<file path="src/rtl/tdm_demux_4ch.sv">
// tdm_demux_4ch: 1-to-4 time-division demultiplexer.
// Aligns to frame_sync, collects slots 0..2 in shadow registers and publishes
// all four channels together on the slot-3 beat. Repeated missing syncs drop
// lock; a sync seen mid-frame restarts the frame and flags frame_err.
module tdm_demux_4ch #(
  parameter int WIDTH    = 4,
  parameter int MISS_MAX = 2
) (
  input  logic             clk,
  input  logic             rst_n,
  input  logic [WIDTH-1:0] din,
  input  logic             din_valid,
  input  logic             frame_sync,
  output logic [WIDTH-1:0] ch0,
  output logic [WIDTH-1:0] ch1,
  output logic [WIDTH-1:0] ch2,
  output logic [WIDTH-1:0] ch3,
  output logic             frame_valid,
  output logic             frame_err,
  output logic             locked,
  output logic [1:0]       slot
);

  typedef enum logic {HUNT, LOCKED} state_t;

  state_t           state;
  logic [3:0]       miss;
  logic [WIDTH-1:0] sh0, sh1, sh2;
  logic             miss_limit;

  // True when one more missing sync would reach the loss-of-lock threshold.
  assign miss_limit = ({1'b0, miss} + 5'd1) >= 5'(MISS_MAX);

  // Alignment FSM, slot routing and atomic channel publish.
  always_ff @(posedge clk or negedge rst_n) begin
    if (!rst_n) begin
      state       <= HUNT;
      miss        <= '0;
      sh0         <= '0;
      sh1         <= '0;
      sh2         <= '0;
      ch0         <= '0;
      ch1         <= '0;
      ch2         <= '0;
      ch3         <= '0;
      frame_valid <= 1'b0;
      frame_err   <= 1'b0;
      locked      <= 1'b0;
      slot        <= 2'd0;
    end else begin
      frame_valid <= 1'b0;
      frame_err   <= 1'b0;
      if (din_valid) begin
        case (state)
          HUNT: begin
            if (frame_sync) begin
              sh0    <= din;
              slot   <= 2'd1;
              miss   <= '0;
              state  <= LOCKED;
              locked <= 1'b1;
            end
          end
          LOCKED: begin
            if (frame_sync) begin
              // A sync anywhere but slot 0 throws away the partial frame.
              frame_err <= (slot != 2'd0);
              sh0       <= din;
              slot      <= 2'd1;
              miss      <= '0;
            end else begin
              case (slot)
                2'd0: begin
                  if (miss_limit) begin
                    state  <= HUNT;
                    locked <= 1'b0;
                    slot   <= 2'd0;
                    miss   <= '0;
                  end else begin
                    sh0  <= din;
                    miss <= miss + 4'd1;
                    slot <= 2'd1;
                  end
                end
                2'd1: begin
                  sh1  <= din;
                  slot <= 2'd2;
                end
                2'd2: begin
                  sh2  <= din;
                  slot <= 2'd3;
                end
                default: begin
                  ch0         <= sh0;
                  ch1         <= sh1;
                  ch2         <= sh2;
                  ch3         <= din;
                  frame_valid <= 1'b1;
                  slot        <= 2'd0;
                end
              endcase
            end
          end
          default: state <= HUNT;
        endcase
      end
    end
  end

endmodule

</file>
<file path="config.mk">
export PLATFORM = sky130hd
export DESIGN_NAME = tdm_demux_4ch
export DESIGN_NICKNAME = d
export VERILOG_FILES = /design/src/rtl/tdm_demux_4ch.sv
export SDC_FILE = /design/constraint.sdc
export NUM_CORES = 1
export LEC_CHECK = 0
export CAP_MARGIN = 20
export CORE_MARGIN = 2
export CORE_UTILIZATION = 35
export DETAILED_ROUTE_END_ITERATION = 16
export SYNTH_ARGS = -nofsm -noshare
export SYNTH_HDL_FRONTEND = slang
export SYNTH_SLANG_ARGS = --single-unit
</file>
<file path="constraint.sdc">
create_clock -name clk -period 2.2 [get_ports clk]
set_input_delay 0.44 -clock clk [delete_from_list [all_inputs] [get_ports clk]]
set_output_delay 0.44 -clock clk [all_outputs]
set_load 0.01 [all_outputs]
</file>
Word-level counts from Yosys, hierarchy flattened
Index checks and enable logic that the tools add are counted.
{"block": "totals", "reg_bits": 38, "wordCells": 69, "inputBits": 8}
{"block": "op_classes", "reduce_logical": 10, "n_eq_ne": 8, "muxes": 32, "n_lt_le_gt_ge": 1, "bitwise_logic": 3, "addsub": 2}
{"operator": "2-to-1 mux 4 bit", "n": 8}
{"operator": "2-to-1 mux 1 bit", "n": 16}
{"operator": "one-hot mux 4 bit (2 select lines)", "n": 2}
{"operator": "AND reduction 4 bit", "n": 4}
{"operator": "one-hot mux 2 bit (3 select lines)", "n": 1}
{"operator": "adder 4 x 1 -> 5 bit, second input constant", "n": 1}
{"operator": ">= comparator 5 x 2 -> 1 bit, second input constant", "n": 1}
{"operator": "AND reduction 5 bit", "n": 1}
{"operator": "adder 4 x 1 -> 4 bit, second input constant", "n": 1}
{"operator": "2-to-1 mux 2 bit", "n": 2}
{"operator": "inequality test 2 x 1 -> 1 bit, second input constant", "n": 2}
{"operator": "inequality test 2 bit, second input constant", "n": 2}
{"operator": "one-hot mux 1 bit (2 select lines)", "n": 2}
{"operator": "one-hot mux 2 bit (2 select lines)", "n": 1}
{"operator": "inequality test 3 x 2 -> 1 bit, second input constant", "n": 1}
{"operator": "inequality test 3 bit, second input constant", "n": 1}
{"operator": "inverter 1 bit", "n": 3}
{"operator": "AND reduction 3 bit", "n": 1}
{"operator": "OR reduction 3 bit", "n": 1}
{"operator": "== test 2 x 1 -> 1 bit, second input constant", "n": 1}
{"operator": "== test 2 bit, second input constant", "n": 1}
{"operator": "logical NOT 2 bit", "n": 1}
{"operator": "AND reduction 2 bit", "n": 1}
{"operator": "nonzero test 2 bit", "n": 1}

Longest topological paths before layout
Gate-level depths: netlist of the first run.
{"block": "depth", "word_depth": 6, "depth_mapped": 6, "depth_no_buf": 6}

Worst setup path before layout of the first run
OpenSTA, ideal clock, no wires.
{"block": "synth_timing", "path_type": "reg-to-reg", "from": "reg miss[0]", "to": "reg sh0[0]", "slack_ps": 603, "required_time_ps": 2075, "setup_ps": 125, "arrival_ps": 1472, "path_stages_with_launch": 5, "synth_period_minus_slack_ps": 1597, "path_cell_list": "dfrtp_1 ha_1 nor3b_2 a41oi_4 mux2_4"}
{"block": "synth_between", "elab_chain_len": 4}
{"item": "from (decl)", "line": "27", "rtl": "logic [3:0] miss;"}
{"item": "from (signal assigned)", "line": "81", "rtl": "miss <= miss + 4'd1;"}
{"item": "adder 4 x 1 -> 5 bit", "line": "32", "rtl": "assign miss_limit = ({1'b0, miss} + 5'd1) >= 5'(MISS_MAX);"}
{"item": ">= comparator 5 x 2 -> 1 bit", "line": "32"}
{"item": "inequality test 3 bit (no source line)"}
{"item": "AND reduction 4 bit (no source line)"}
{"item": "to (signal assigned)", "line": "57", "rtl": "sh0 <= din;"}
{"item": "to (signal assigned)", "line": "68", "rtl": "sh0 <= din;"}
{"item": "to (signal assigned)", "line": "80", "rtl": "sh0 <= din;"}
{"item": "to (decl)", "line": "28", "rtl": "logic [WIDTH-1:0] sh0, sh1, sh2;"}
No other way between the ends.
A chain may end at the register's enable or synchronous reset.

Final worst setup path of the first run
{"block": "layout_timing", "from": "reg miss[1]", "to": "reg sh0[0]"}
Same word-level chain as after synthesis.

==> results of run 1 <==
## layout make-up
type | count | area share (%)
multi-input cells | 70 | 32.72
clock inverters | 1 | 1.373
inverters | 7 | 1.201
flip-flops and latches | 38 | 43.48
clock buffers | 6 | 3.776
repair buffers | 31 | 13.62
well taps | 67 | 3.833
## synthesized netlist by cell type
library cell and number:
nand2_1 7, o21ai_4 1, o21ai_0 2, and2_1 3
a31oi_1 1, inv_2 1, and2_4 1, nand4_1 1
nor3b_2 1, and4_1 1, nor3_1 1, or2_1 1
o41ai_1 1, and2b_4 1, a21oi_1 2, ha_1 8
nand3_1 2, a22o_1 1, nand3_4 1, inv_1 6
mux2_4 13, nand2b_1 1, nor2_1 2, dfrtp_1 38
a32oi_1 1, a41oi_4 1, nor2_4 1, buf_6 2
mux2_2 15
## power by group
part / internal, W / leakage, nW / switching [W]
registers: 0.000999 / 0.472 / 0.000184
logic: 0.000710 / 0.495 / 0.000446
clock network: 0.000363 / 0.0573 / 0.000241
## flip-flops by register name (all words and copies together) (netlist names)
signal,cells
ch0,4
ch1,4
ch2,4
ch3,4
frame_err,1
frame_valid,1
locked,1
miss,4
sh0,4
sh1,4
sh2,4
slot,2
state,1
## cell families (layout without fill, tap and decap cells)
logic type                 after synthesis  after routing  share of synthesized area, %
and+or+nand+nor                         24             24                         9.046
buffers and inverters                    9             45                         2.844
DFF                                     38             38                         55.43
adders and majority gates                8              8                         5.835
muxes                                   28             28                         21.23
AOI/OAI and AO/OA                       10             10                         5.617
## critical path: cells and delay by family, from the launching register on
family	cells	cell delay (ps)
AO/OA/AOI/OAI	1	230
adder cells (fa/ha/maj)	1	300
buffers and inverters	1	80
flip-flops	1	390
multiplexers	1	340
AND/OR/NAND/NOR	1	380
## placed cells by master, fill, tap and decap left out, types with 2 or more instances in the layout
cell              n
a21oi_1           2
and2_1            3
buf_4             3
clkbuf_8          6
clkdlybuf4s50_1  27
dfrtp_1          38
ha_1              8
inv_1             6
mux2_2           15
mux2_4           13
nand2_1           7
nand3_1           2
nor2_1            2
o21ai_0           2
## metal layers
metal,routed length [um],part of all wire [%],GRT usage (%),up-vias
li1,-,-,-,477
met1,1407,44,16.99,515
met2,1635,51,21.13,27
met3,143,4.4,3.930,6
met4,46,1.4,5.455,0
met5,0,0,0,-
## per-stage QoR
step	std cells	setup WS [ps]	total power [W]	hold WS, ps
after floorplan	117	602.8	0.001829	144.4
after global placement	213	127.4	0.002311	485.8
after detailed placement	213	72.79	0.002361	489.7
after CTS	220	349.6	0.002983	277.3
after global routing	220	277.3	0.003133	307.6
final	220	359.3	0.002942	249.2
## final timing paths
| path | start | endpoint | slack (ps) | depth (start not counted) |
|---|---|---|---|---|
| hold / removal | rst_n | frame_err$_DFF_PN0_ | 250 | 1 |
| max in group asynchronous | rst_n | sh2[0]$_DFFE_PN0P_ | 1420 | 1 |
| setup / recovery | miss[1]$_DFFE_PN0P_ | sh0[0]$_DFFE_PN0P_ | 360 | 5 |
| hold reg to reg | sh1[1]$_DFFE_PN0P_ | ch1[1]$_DFFE_PN0P_ | 500 | 1 |
| setup reg to reg | miss[1]$_DFFE_PN0P_ | sh0[0]$_DFFE_PN0P_ | 360 | 5 |
| min in group clk | sh1[1]$_DFFE_PN0P_ | ch1[1]$_DFFE_PN0P_ | 500 | 1 |
==> Implementation_results.wiki, run 1 <==
{| class="wikitable"
! Metric !! Value
|-
| Setup Skew || 2.682 ps
|-
| Fill cells || 427
|-
| Clock tree from TritonCTS || yes
|-
| Clock tree buffer depth || 2
|-
| Global placer's final weighted congestion || 0.7823
|-
| Pin count of the biggest net entering global routing || 39
|-
| Total placed instance area || 2074 um^2
|-
| Final count of pins violating max slew || 0
|-
| Flip-flop and latch count after synthesis || 38
|-
| Number of diodes added for antenna fixing || 0
|-
| Total Routing Usage GR || 13.26%
|-
| Horiz. Die Dim || 74.01 um
|-
| Library cell used as clock root buffer || clkbuf_8
|-
| Kind of path behind the tightest hold check || input port to async pin
|-
| Class of the most critical setup path || register to register
|-
| Area of all placed cells without fillers || 2187 um^2
|-
| Buffers on Ports || 28
|-
| Mapped Cells || 117
|-
| Starting utilization of the core area || 36.32%
|-
| Final core utilization || 46.30%
|-
| Wire length per cell after detailed routing || 14.70 um
|-
| Count of unique library cells instantiated by Yosys || 29
|-
| Detailed-router iteration count before antenna repair || 4
|-
| Combined area of the multi-input logic cells || 715.7 um^2
|-
| Max-cap violations || 0
|-
| Highest attainable clock frequency || 543.3 MHz
|-
| Setup repair after global routing missed its margin || no
|-
| Final nets || 169
|-
| Layout overhead on the synthesized area || 27.50%
|-
| Post-layout min period || 1841 ps
|-
| Sum of negative setup slack || 0 ps
|-
| Resize count post-CTS || 0
|-
| Critical Path RT || 2370 ps
|-
| # hold bufs at CTS || 0
|-
| Number of hold-slack violations in the final timing report || 0
|-
| Worst VDD drop || 0.0005663 V
|-
| Largest cells by area after synthesis || dfrtp_1, mux2_4, mux2_2
|-
| CORE AREA || 4723 um^2
|-
| Top-area cell type share of the netlist area || 55.43%
|-
| Final routed DRC violation total || 0
|-
| Delay of the slowest cell on the worst path || 390 ps
|-
| Drt total wl || 3.233 mm
|-
| Final antenna-violating net count || 0
|-
| Worst slew slack as a fraction of its limit || 43.95%
|-
| Yosys Warn Count || 0
|-
| Cell area after synthesis || 1715 um^2
|-
| Post-CTS setup buffer count || 0
|-
| First-pass GRT wire length || 5.326 mm
|-
| Post-Syn Nets || 133
|-
| Category of the worst setup path launch point || register
|-
| Fraction of the yosys area taken by sequential cells || 55.43%
|-
| Latest clock arrival within the worst-skew pair || 290 ps
|-
| Post-CTS clock slew at the launch and capture registers of the worst setup and hold paths || 70 ps
|-
| Share of layout cells above drive strength 1 || 30.72%
|-
| Cell Pwr Density || 1345 nW/um^2
|-
| IO Count || 29
|-
| Critical-path maximum fanout || 4
|-
| Footprint of the flip-flops and latches || 950.9 um^2
|-
| Half-perimeter wire length after placement || 2.255 mm
|-
| Syn_area_per_cell || 14.66 um^2
|-
| Final setup violation count || 0
|-
| Fraction of the cycle the final worst path needs || 83.67%
|-
| Transition at the pin with the smallest max-transition slack || 840.7 ps
|-
| Pleak || 1.024 nW
|-
| Die footprint || 5477 um^2
|-
| H-tree levels || 2
|-
| Worst setup EP type || register
|-
| Overflow left after global routing || 0
|-
| Via count of the first global-routing pass || 1075
|-
| Initial antenna violation count || 0
|-
| WP data arrival || 2010 ps
|-
| Initial DRC Count || 57
|-
| Run status || finished, final reports clean
|-
| List of cells traversed by the critical path || inv_1 > ha_1 > nor3b_2 > a41oi_4 > mux2_4
|-
| Clock sink total || 38
|-
| Crit-path slowest cell || dfrtp_1
|-
| Total via count in the routed design || 1025
|-
| Die extent in y || 74.01 um
|-
| Standard-cell rows || 25
|-
| Detail-routed via count per cell || 4.659
|-
| Inserted Clock Buffers || 5
|-
| Post-synth top area cell || dfrtp_1
|}
Note: power is estimated with default switching activity, not from simulation.
==> inputs of run 2 (changes only) <==
==> constraint.sdc (replaced) <==
create_clock -name clk -period 1.8 [get_ports clk]
set_input_delay 0.36 -clock clk [delete_from_list [all_inputs] [get_ports clk]]
set_output_delay 0.36 -clock clk [all_outputs]
set_load 0.01 [all_outputs]
==> run 2 against run 1 <==
Net effect:
- utilization is 1.5 points higher
- global-route usage rose by 0.55 points
- setup slack worse by 290 ps
- critical path depth up 1
- sequential share of layout area down 1.4 points
- critical endpoint unchanged
- largest cell class unchanged
==> Implementation_results.wiki, run 2 (synthesized netlist as in run 1, its figures left out) <==
{| class="wikitable"
! Metric !! Value
|-
| Critical Path RT || 1970 ps (-400 ps)
|-
| Inserted Clock Buffers || 5 (unchanged)
|-
| Total Power Consumption || 0.003646 W (+24%)
|-
| Clock tree from TritonCTS || yes
|-
| CORE AREA || 4723 um^2 (unchanged)
|-
| Die footprint || 5477 um^2 (unchanged)
|-
| Worst VDD drop || 0.0005843 V (+3.2%)
|-
| Worst slew slack as a fraction of its limit || 67.73% (+24 points)
|-
| Category of the worst setup path launch point || input port
|-
| Post-layout min period || 1727 ps
|-
| Overflow left after global routing || 0 (unchanged)
|-
| Cell-internal power || 0.002576 W (+24%)
|-
| Kind of path behind the tightest hold check || input port to async pin
|-
| Worst Hold Slack || 103.7 ps (-145.5 ps)
|-
| Initial antenna violation count || 0 (unchanged)
|-
| Pin count of the biggest net entering global routing || 39 (unchanged)
|-
| Cell Pwr Density || 1614 nW/um^2 (+20%)
|-
| Number of hold-slack violations in the final timing report || 0 (unchanged)
|-
| Total Routing Usage GR || 13.82% (+0.55 points)
|-
| Uppermost layer routed || met4
|-
| WP data arrival || 1900 ps (-110 ps)
|-
| Buffers on Ports || 28 (unchanged)
|-
| Run status || finished, final reports clean
|-
| Layout overhead on the synthesized area || 31.73%
|-
| Routed wire length on met2 || 1.657 mm (+1.3%)
|-
| Total via count in the routed design || 1035 (+0.98%)
|-
| Worst setup EP type || register
|-
| Crit path launch || frame_sync
|-
| Critical-path maximum fanout || 4 (unchanged)
|-
| Via count of the first global-routing pass || 1123 (+4.5%)
|-
| Number of diodes added for antenna fixing || 0 (unchanged)
|-
| Post-CTS clock slew at the launch and capture registers of the worst setup and hold paths || 70 ps (about the same)
|-
| Part of the power in registers || 39.7% (-0.5 points)
|-
| Latest clock arrival within the worst-skew pair || 290 ps (about the same)
|-
| Class of the most critical setup path || input port to register
|-
| List of cells traversed by the critical path || clkdlybuf4s50_1 > inv_2 > ha_1 > and2b_4 > a41oi_4 > mux2_4
|-
| Standard-cell rows || 25 (unchanged)
|-
| Area of all placed cells without fillers || 2260 um^2 (+3.3%)
|-
| Most common cell after layout, fill and taps aside || dfrtp_1
|-
| Final core utilization || 47.84% (+1.5 points)
|-
| Clock tree buffer depth || 2 (unchanged)
|-
| Detail-routed via count per cell || 4.621 (-0.83%)
|-
| Final setup violation count || 0 (unchanged)
|-
| Share of layout cells above drive strength 1 || 35.03% (+4.3 points)
|-
| Total placed instance area || 2130 um^2 (+2.7%)
|-
| Die extent in y || 74.01 um (unchanged)
|-
| Proportion of power drawn by combinational gates || 40.2% (+0.9 points)
|-
| Final nets || 173 (+2.4%)
|-
| Pleak || 1.060 nW (+3.6%)
|-
| Amount of wire on met3 after detailed routing || 117 um (-18%)
|-
| Most frequent cells in the layout || dfrtp_1, clkdlybuf4s50_1, mux2_2, mux2_4, ha_1
|-
| Clock network power share || 20.1% (-0.4 points)
|-
| Sum of negative setup slack || 0 ps (unchanged)
|-
| Initial DRC Count || 71 (+25%)
|-
| Switching Share || 29.36% (-0.24 points)
|-
| Drt total wl || 3.217 mm (-0.49%)
|-
| Detailed-router iteration count before antenna repair || 4 (unchanged)
|-
| Final count of pins violating max slew || 0 (unchanged)
|-
| H-tree levels || 2 (unchanged)
|-
| Setup repair after global routing missed its margin || no
|-
| Setup Skew || 3.510 ps (+0.8277 ps)
|-
| First-pass GRT wire length || 5.637 mm (+5.8%)
|-
| Reg-to-Reg Start || miss[0]$_DFFE_PN0P_
|-
| Clock sink total || 38 (unchanged)
|-
| Delay of the slowest cell on the worst path || 500 ps (+110 ps)
|-
| Library cell used as clock root buffer || clkbuf_8
|-
| Global placer's final weighted congestion || 0.7705 (-1.5%)
|-
| IO Count || 29 (unchanged)
|-
| Fraction of the cycle the final worst path needs || 95.96%
|-
| Half-perimeter wire length after placement || 2.268 mm (+0.55%)
|-
| Wl on met1 || 1.389 mm (-1.3%)
|-
| # hold bufs at CTS || 0 (unchanged)
|-
| Transition at the pin with the smallest max-transition slack || 484.0 ps (-356.7 ps)
|-
| Final antenna-violating net count || 0 (unchanged)
|-
| Horiz. Die Dim || 74.01 um (unchanged)
|-
| Crit-path slowest cell || clkdlybuf4s50_1
|-
| Switching power summed over all nets || 0.001070 W (+23%)
|-
| Max-cap violations || 0 (unchanged)
|-
| Final routed DRC violation total || 0 (unchanged)
|-
| Highest attainable clock frequency || 579.0 MHz
|-
| Wire length per cell after detailed routing || 14.36 um (-2.3%)
|-
| Starting utilization of the core area || 36.32% (unchanged)
|}
## run 2: cell count changes in the layout (fill, tap and decap cells not counted), sizes merged
cell,change
buf,+4
## run 2: critical path: cells and delay by family
kind	cells	cell delay (ps)
muxes	1	340
adders and majority gates	1	210
buffers and inverters	2	560
and+or+nand+nor	1	260
AOI/OAI and AO/OA	1	170
## run 2: power groups by stage
stage	registers, W	logic, W	clock network (W)
2_1_floorplan	0.00152	0.000717	0
3_3_place_gp	0.00144	0.00142	0
3_5_place_dp	0.00147	0.00146	0
4_1_cts	0.00145	0.00147	0.000760
5_1_grt	0.00151	0.00159	0.000801
6_report	0.00145	0.00147	0.000732
## run 2: per-layer routing
layer	vias up	track usage, %
met2	17	22.72
li1	485	-
met1	529	17.18
met5	-	0
met3	4	4.065
met4	0	5.455
## run 2: worst paths after layout
check	endpoint	slack, ps	depth (start not counted)
worst max-delay path	sh0[0]$_DFFE_PN0P_	70	6
worst min-delay path	state$_DFFE_PN0P_	100	2
worst max register to register	sh0[0]$_DFFE_PN0P_	120	4
worst min register to register	ch1[2]$_DFFE_PN0P_	510	1
max in group asynchronous	sh1[1]$_DFFE_PN0P_	1350	2
min in group clk	ch1[2]$_DFFE_PN0P_	510	1
## run 2: repair_timing
action	CTS	global route
resized for setup	0	5
endpoints found under the setup margin	0	5
buffers inserted	0	0
## run 2: area by class of cell
class                           count  area (um^2)
Clock inverter                      1        30.03
Fill cell                         406         2464
Timing Repair Buffer               35        352.8
Multi-Input combinational cell     70        733.2
Sequential cell                    38        950.9
Clock buffer                        6        82.58
Inverter                            7        26.28
Tap cell                           67        83.83
## run 2: metrics by stage
| step | cells | setup WS, ps |
|---|---|---|
| after floorplan | 117 | 202.8 |
| after global placement | 217 | -190.9 |
| after detailed placement | 217 | -257.6 |
| after CTS | 224 | 25.21 |
| after global routing | 224 | 4.928 |
| final | 224 | 72.74 |
==> inputs of run 3 (changes only) <==
--- a/config.mk
+++ b/config.mk
@@ -6,9 +6,10 @@
 export NUM_CORES = 1
 export LEC_CHECK = 0
 export CAP_MARGIN = 20
-export CORE_MARGIN = 2
 export CORE_UTILIZATION = 35
 export DETAILED_ROUTE_END_ITERATION = 16
+export RECOVER_POWER = 100
+export SLEW_MARGIN = 10
 export SYNTH_ARGS = -nofsm -noshare
 export SYNTH_HDL_FRONTEND = slang
 export SYNTH_SLANG_ARGS = --single-unit
==> run 3 against run 2 <==
Net effect:
- largest cell class unchanged
- highest routed layer unchanged
- register-to-register slack about the same
- clock-buffer cell count shrank 1
- largest power group is now registers
- sequential cell count stayed put
==> Implementation_results.wiki, run 3 (synthesized netlist as in run 1, its figures left out) <==
{| class="wikitable"
! Metric !! Value
|-
| Setup repair after global routing missed its margin || no
|-
| Setup Skew || 7.252 ps (+3.742 ps)
|-
| Starting utilization of the core area || 36.32% (unchanged)
|-
| Highest attainable clock frequency || 578.7 MHz (about the same)
|-
| Fraction of the cycle the final worst path needs || 96.01% (about the same)
|-
| Most common cell after layout, fill and taps aside || dfrtp_1
|-
| Final setup violation count || 0 (unchanged)
|-
| Worst slew slack as a fraction of its limit || 38.83% (-29 points)
|-
| Pin count of the biggest net entering global routing || 39 (unchanged)
|-
| Critical Path RT || 1970 ps (about the same)
|-
| First-pass GRT wire length || 5.278 mm (-6.4%)
|-
| Clock sink total || 38 (unchanged)
|-
| Layout overhead on the synthesized area || 26.84%
|-
| Final routed DRC violation total || 0 (unchanged)
|-
| Critical-path maximum fanout || 4 (unchanged)
|-
| Wire length per cell after detailed routing || 13.52 um (-5.9%)
|-
| DP Worst Slack || -229.9 ps (+27.75 ps)
|-
| Die extent in y || 72.01 um (-2.7%)
|-
| Category of the worst setup path launch point || input port
|-
| Max-cap violations || 0 (unchanged)
|-
| CORE AREA || 4723 um^2 (unchanged)
|-
| Horiz. Die Dim || 72.01 um (-2.7%)
|-
| Final count of pins violating max slew || 0 (unchanged)
|-
| H-tree levels || 2 (unchanged)
|-
| Inserted Clock Buffers || 5 (unchanged)
|-
| Most frequent cells in the layout || dfrtp_1, dlygate4sd3_1, mux2_2, ha_1
|-
| Drt total wl || 3.041 mm (-5.5%)
|-
| Clock tree from TritonCTS || yes
|-
| Initial antenna violation count || 0 (unchanged)
|-
| Total placed instance area || 2142 um^2 (+0.59%)
|-
| Class of the most critical setup path || input port to register
|-
| WP data arrival || 1900 ps (about the same)
|-
| Post-layout min period || 1728 ps (+0.8926 ps)
|-
| Worst setup EP type || register
|-
| Worst VDD drop || 0.0006041 V (+3.4%)
|-
| Area of all placed cells without fillers || 2176 um^2 (-3.7%)
|-
| Final nets || 173 (unchanged)
|-
| Buffers on Ports || 28 (unchanged)
|-
| Pleak || 1.024 nW (-3.4%)
|-
| Clock tree buffer depth || 2 (unchanged)
|-
| Overflow left after global routing || 0 (unchanged)
|-
| Run status || finished, final reports clean
|-
| Die footprint || 5185 um^2 (-5.3%)
|-
| Share of layout cells above drive strength 1 || 27.22% (-7.8 points)
|-
| List of cells traversed by the critical path || clkdlybuf4s50_1 > inv_2 > ha_1 > nand2b_1 > nor2_1 > a41oi_4 > mux2_1
|-
| Delay of the slowest cell on the worst path || 500 ps (about the same)
|-
| Final antenna-violating net count || 0 (unchanged)
|-
| Number of hold-slack violations in the final timing report || 0 (unchanged)
|-
| Latest clock arrival within the worst-skew pair || 290 ps (about the same)
|-
| Half-perimeter wire length after placement || 2.158 mm (-4.9%)
|-
| Detailed-router iteration count before antenna repair || 4 (unchanged)
|-
| Detail-routed via count per cell || 4.640 (+0.42%)
|-
| Kind of path behind the tightest hold check || input port to async pin
|-
| IO Count || 29 (unchanged)
|-
| Transition at the pin with the smallest max-transition slack || 917.6 ps (+433.6 ps)
|-
| Via count of the first global-routing pass || 1083 (-3.6%)
|-
| Minimum setup slack in the final design || 71.84 ps (-0.8926 ps)
|-
| Total Routing Usage GR || 13.67% (-0.14 points)
|-
| Crit-path slowest cell || clkdlybuf4s50_1
|-
| Standard-cell rows || 25 (unchanged)
|-
| Cell Pwr Density || 1564 nW/um^2 (-3.0%)
|-
| Number of diodes added for antenna fixing || 0 (unchanged)
|-
| Library cell used as clock root buffer || clkbuf_8
|-
| Initial DRC Count || 56 (-21%)
|-
| Global placer's final weighted congestion || 0.7834 (+1.7%)
|-
| Post-CTS clock slew at the launch and capture registers of the worst setup and hold paths || 80 ps (about the same)
|-
| Total via count in the routed design || 1044 (+0.87%)
|-
| Post-CTS setup buffer count || 0 (unchanged)
|}
[run 3: cell count changes in the layout (fill, tap and decap cells not counted), sizes merged]
cell / previous run / this run
dlygate4sd3: 0 / 20
clkdlybuf4s50: 27 / 7
clkbuf: 6 / 8
clkinvlp: 0 / 2
buf: 8 / 5
[run 3: worst paths after layout]
path / from / endpoint / slack (ps) / cells after the start
setup / recovery: frame_sync / sh0[3]$_DFFE_PN0P_ / 70 / 7
hold / removal: rst_n / state$_DFFE_PN0P_ / 270 / 2
setup reg to reg: miss[0]$_DFFE_PN0P_ / sh0[3]$_DFFE_PN0P_ / 130 / 4
hold reg to reg: ch3[1]$_DFFE_PN0P_ / ch3[1]$_DFFE_PN0P_ / 490 / 1
max in group asynchronous: rst_n / ch1[2]$_DFFE_PN0P_ / 940 / 2
min in group clk: ch3[1]$_DFFE_PN0P_ / ch3[1]$_DFFE_PN0P_ / 490 / 1
[run 3: layer usage]
layer | track usage, % | up-vias | wire, um
met5 | 0 | - | 0
li1 | - | 490 | -
met1 | 18.13 | 525 | 1425
met3 | 3.472 | 7 | 101
met2 | 21.38 | 22 | 1446
met4 | 5.882 | 0 | 68
[run 3: worst max-delay path, delay by kind of cell]
kind                       cells  cell delay (ps)
and+or+nand+nor                2              350
muxes                          1              350
adders and majority gates      1              210
buffers and inverters          2              560
AOI/OAI and AO/OA              1               80
[run 3: through the flow]
stage               hold WS, ps  total power, W  setup TNS (ps)  cells  util (%)
floorplan                 64.41        0.002235               0    117         -
global placement          337.9        0.002863           -1128    217     45.35
detailed placement        346.1        0.002907           -1419    217     45.35
CTS                       30.96        0.003665               0    225     47.76
global route              351.4        0.003655               0    225     46.07
finish                    269.5        0.003404               0    225     46.07
[run 3: layout make-up]
class	instances	area, um^2
inverter	7	26.28
sequential	38	950.9
timing repair buffer	35	331.6
clock buffer	5	68.82
clock inverter	3	45.04
multi-input combinational	70	669.4
fill	431	2547
tap	67	83.83
[run 3: where the power goes]
part           switching (W)  leakage (nW)  internal (W)
combinational       0.000521         0.502      0.000729
clock               0.000313        0.0504      0.000412
sequential          0.000210         0.472       0.00122
total                0.00104          1.02       0.00236
[run 3: timing repair]
| item | in CTS | in global routing |
|---|---|---|
| resized for setup | 0 | 1 |
| endpoints found under the setup margin | 0 | 4 |
| hold buffers | 0 | 0 |
